===== src/rtl/pipe_stage_reg.sv =====
// Pipeline stage register: valid/ready handshake with a two-entry skid buffer, so in_ready is a flop.
// Optional saturating stall counter enabled by defining PIPE_STALL_CNT_EN.
module pipe_stage_reg #(
    parameter int WIDTH      = 64,
    parameter int CLEAR_DATA = 1,
    parameter int CNT_W      = 16
) (
    input  logic             clk,
    input  logic             reset_n,
    input  logic             flush,
    input  logic             in_valid,
    output logic             in_ready,
    input  logic [WIDTH-1:0] in_data,
    output logic             out_valid,
    input  logic             out_ready,
    output logic [WIDTH-1:0] out_data
`ifdef PIPE_STALL_CNT_EN
    ,
    output logic [CNT_W-1:0] stall_cnt
`endif
);

    // Handshake: a transfer happens on a rising edge where valid and ready are both high;
    // valid never depends on ready, and ready depends only on registered state.

    // Encoding is {skid_valid, main_valid}, so in_ready is a direct flop output.
    typedef enum logic [1:0] {
        ST_EMPTY = 2'b00,
        ST_ONE   = 2'b01,
        ST_TWO   = 2'b11
    } occ_e;

    occ_e             state;
    occ_e             state_nxt;
    logic             in_fire;
    logic             out_fire;
    logic             load_main_in;
    logic             load_main_skid;
    logic             load_skid;
    logic [WIDTH-1:0] main_data;
    logic [WIDTH-1:0] skid_data;

    if (CNT_W < 1) begin : g_cnt_w_check
        $error("CNT_W must be at least 1");
    end

    assign in_fire  = in_valid && in_ready;
    assign out_fire = out_valid && out_ready;

    always_ff @(posedge clk) begin
        if (!reset_n || flush) begin
            state <= ST_EMPTY;
        end else begin
            state <= state_nxt;
        end
    end

    always_comb begin
        state_nxt      = state;
        load_main_in   = 1'b0;
        load_main_skid = 1'b0;
        load_skid      = 1'b0;
        case (state)
            ST_EMPTY: begin
                if (in_fire) begin
                    load_main_in = 1'b1;
                    state_nxt    = ST_ONE;
                end
            end
            ST_ONE: begin
                if (in_fire && out_fire) begin
                    load_main_in = 1'b1;
                end else if (in_fire) begin
                    load_skid = 1'b1;
                    state_nxt = ST_TWO;
                end else if (out_fire) begin
                    state_nxt = ST_EMPTY;
                end
            end
            ST_TWO: begin
                // in_ready is low here, so only the drain side can move.
                if (out_fire) begin
                    load_main_skid = 1'b1;
                    state_nxt      = ST_ONE;
                end
            end
            default: state_nxt = ST_EMPTY;
        endcase
    end

    always_comb begin
        in_ready  = ~state[1];
        out_valid = state[0];
        out_data  = main_data;
    end

    always_ff @(posedge clk) begin
        if (!reset_n || flush) begin
            if (CLEAR_DATA != 0) begin
                main_data <= '0;
                skid_data <= '0;
            end
        end else begin
            if (load_main_in) begin
                main_data <= in_data;
            end else if (load_main_skid) begin
                main_data <= skid_data;
            end
            if (load_skid) begin
                skid_data <= in_data;
            end
        end
    end

`ifdef PIPE_STALL_CNT_EN
    // Survives flush on purpose: it measures stall pressure across bubbles.
    always_ff @(posedge clk) begin
        if (!reset_n) begin
            stall_cnt <= '0;
        end else if (out_valid && !out_ready && (stall_cnt != '1)) begin
            stall_cnt <= stall_cnt + 1'b1;
        end
    end
`endif

endmodule


===== config.mk =====
export PLATFORM = sky130hd
export DESIGN_NAME = pipe_stage_reg
export DESIGN_NICKNAME = d
export VERILOG_FILES = /design/src/rtl/pipe_stage_reg.sv
export SDC_FILE = /design/constraint.sdc
export NUM_CORES = 1
export LEC_CHECK = 0
export ABC_AREA = 1
export BUFFER_PORTS_ARGS = -buffer_cell sky130_fd_sc_hd__clkbuf_2
export CORE_ASPECT_RATIO = 0.8
export CORE_MARGIN = 10
export CORE_UTILIZATION = 35
export CTS_CLUSTER_DIAMETER = 30
export DETAILED_ROUTE_END_ITERATION = 7
export GPL_TIMING_DRIVEN = 0
export HOLD_SLACK_MARGIN = 0.06
export PLACE_DENSITY = 0.54
export SKIP_LAST_GASP = 1
export SYNTH_ARGS = -nofsm -noshare
export SYNTH_HDL_FRONTEND = slang
export SYNTH_SLANG_ARGS = --single-unit

===== constraint.sdc =====
create_clock -name clk -period 2.3 [get_ports clk]
set_input_delay 0.345 -clock clk [delete_from_list [all_inputs] [get_ports clk]]
set_output_delay 0.345 -clock clk [all_outputs]
set_load 0.05 [all_outputs]

==> metrics.md <==
| Metric | Value |
|---|---|
| Status | completed |
| Placed Instances | between 1000 and 1500 |
| Final hold slack | 0.158 ns |
| First-pass GRT wire length | approximately 31000 um |
| Ant. Diodes | 0 |
| Layout cells sized above 1 | 0.236 |
| Most frequent cells in the layout | nand2_1 (201), clkbuf_2 (135), dfxtp_1 (130) |
| Drt initial violations | 344 |
| Final Cycle Share | 0.818 |
| Sequential area share after synthesis | 0.440 |
| MaxCap Viol Count | 0 |
| Switch Pwr | between 0.0015 and 0.002 W |
| Internal | between 0.004 and 0.005 W |
| IR drop worst, VDD | around 0.45 mV |
| Fill cells | between 1500 and 2000 |
| Final Slew Violations | 0 |
| LEAKAGE | between 3 and 4 nW |
| Starting Density | 0.358 |
| Pwr/cell area | between 800 and 900 nW/um^2 |
| I/O pins | approximately 140 |
| GP Congestion | 0.762 |
| RSZ-0062 raised after global routing | no |
| Rows | 42 |
| Combinational fraction of design power | 0.156 |
| YS warnings | 0 |
| Syn nets | a little under 900 |
| Mean Syn Cell Area | just over 7 sq um |
| Total Wirelength | roughly 19000 um |
| Area Growth Syn to Fin | 27.4% |
| FF+latch count, synth | 130 |
| Clock Root Buffer | clkbuf_16 |
| Clock Tree Buf Depth | 2 |
| Die Wd | between 150 and 200 um |
| Main flop type after synthesis | dfxtp_1 |
| Finished Layout Cells | ~1200 |
| Critical path class | reg2reg |
| Die Y | between 100 and 150 um |
| Setup Buffers After CTS | 0 |
| Count of cell types in the netlist | 20 |
| Max Clk Rate | around 530 MHz |
| Cells after Synth | ~820 |
| Clock Power Share | 0.479 |
| Drc violations | 0 |
| Clk slew on worst S/H paths | ~0.060 ns |
| Crit. End Element | flip-flop |
| Grt total ovfl | 0 |
| Initial antenna violation count | 0 |
| Post-CTS Resized | 0 |
| Min Tclk post-route | about 1.9 ns |
| HP Class | in2reg |
| Sink Count | between 100 and 150 |
| Sw frac | 0.273 |
| Sum of negative setup slack | 0 ns |
| Via count | roughly 6000 |
| Clk Latency, worst-skew pair | approximately 0.42 ns |
| CTS tree | yes |
| Ys async rst share | 0 |
| Multi-input gate area | about 2600 sq um |
| Crit start category | flip-flop |
| Number of synthesized flops with an enable pin | 0 |
| Measured slew at the worst slew-check pin | 0.519 ns |
| Cells along the critical path | inv_1, ha_1, nand2_2, buf_2, buf_2, nand3_1, nand2_1, a21oi_1 |
| Routed Antenna Nets | 0 |
| Largest net degree at the start of global routing | 17 |
| Vias in the first global route | ~5800 |
| Die area | around 23000 sq um |
| Req. time, crit path | approximately 2.6 ns |
| Sequential Area | 2600 sq um |
| Slew margin rel. | 0.654 |
| CTS Hold Buffers Added | 0 |
| CTS Buf Count | 17 |
| CP max-delay cell | dfxtp_1 |
| Synthesized area | 5920 sq um |
| Most numerous cell on the critical path | buf_2 |
| Crit-path max FO | 10 |
| Core Box Area | roughly 17000 sq um |
| Tot Pwr | ~0.0066 W |
| Clock Skew | ~0.0063 ns |
| H-tree depth | 4 |
| Vias per cell | a little under 5 |
| Number of detailed-route iterations in the first pass | 5 |
| Port bufs | ~130 |
| Dpl hpwl | about 13000 um |
| GRT Total Usage | 0.171 |
| Hold Vio Cnt, Final | 0 |
| WL per Instance | about 16 um |
| Arr. time, crit path | 2.17 ns |
| Worst stage delay on the critical path | around 0.42 ns |
| Final Setup Violations | 0 |
| Final #Nets | 1044 |
| Commonest non-fill, non-tap cell in the layout | nand2_1 |
| Share of total power in sequential cells | 0.365 |
[power by group through the flow]
| stage | combinational, W | sequential, W | clock [W] |
|---|---|---|---|
| CTS | 0.00103 | 0.00239 | 0.00318 |
| detailed placement | 0.00102 | 0.00244 | 0 |
| finish | 0.00102 | 0.00239 | 0.00314 |
| global route | 0.00113 | 0.00240 | 0.00328 |
| floorplan | 0.000499 | 0.00266 | 0 |
| global placement | 0.00103 | 0.00244 | 0 |
[routing by layer]
metal / share of wire / vias up / global-route usage
met5: 0 / - / 0
met4: 0.011 / 0 / 0.0472
met3: 0.068 / 19 / 0.0453
met2: 0.41 / 161 / 0.238
met1: 0.51 / 2618 / 0.250
li1: - / 3029 / -
[worst paths after layout]
path | startpoint | end | slack (ns) | cells after the start
hold reg to reg | out_data[21]$_SDFFE_PP0P_ | out_data[21]$_SDFFE_PP0P_ | 0.49 | 2
hold / removal | in_data[8] | skid_data[8]$_SDFFE_PP0P_ | 0.16 | 3
setup / recovery | state[1]$_SDFFE_PP0P_ | out_data[57]$_SDFFE_PP0P_ | 0.42 | 8
setup reg to reg | state[1]$_SDFFE_PP0P_ | out_data[57]$_SDFFE_PP0P_ | 0.42 | 8
[critical path, delay by kind of cell, from the launching register on]
family | cells | cell delay [ns]
AO/OA/AOI/OAI | 1 | 0.07
adder cells (fa/ha/maj) | 1 | 0.22
buffers and inverters | 3 | 0.72
flip-flops | 1 | 0.42
AND/OR/NAND/NOR | 3 | 0.31
[state kept, by name, indices dropped and copies added, names as in the netlist]
signal     cells
out_data      64
state          2
skid_data     64
[stage by stage]
step | worst slack (ns) | util | cell area [sq um]
after CTS | 0.420 | 0.456 | 7540
after floorplan | 0.474 | - | 5920
after detailed placement | 0.433 | 0.415 | 6870
after global placement | 0.430 | 0.415 | 6870
final | 0.418 | 0.456 | 7540
after global routing | 0.243 | 0.456 | 7540
[logic make-up after synthesis]
family,share of synthesized area
AO/OA/AOI/OAI,0.163
adder cells (fa/ha/maj),0.00846
AND/OR/NAND/NOR,0.264
flip-flops,0.440
buffers and inverters,0.125
[synthesized netlist by cell type, types with 5 or more instances]
cell type / number / area share
nand2_1: 201 / 0.13
o21ai_0: 8 / 0.0068
nor2_1: 5 / 0.0032
buf_4: 12 / 0.015
inv_1: 71 / 0.045
clkbuf_1: 17 / 0.011
o21ai_1: 56 / 0.047
buf_6: 13 / 0.025
nand4_1: 64 / 0.068
dfxtp_1: 130 / 0.44
a21oi_1: 129 / 0.11
nand3_1: 65 / 0.055
buf_2: 31 / 0.026
[final cells by class]
class | instances | share of cell area
Sequential cell | 130 | 0.345
Clock inverter | 10 | 0.0269
Tap cell | 220 | 0.0365
Buffer | 74 | 0.0610
Timing Repair Buffer | 134 | 0.0889
Multi-Input combinational cell | 540 | 0.342
Inverter | 74 | 0.0368
Clock buffer | 22 | 0.0629
Power figures use the tool's default switching activity.
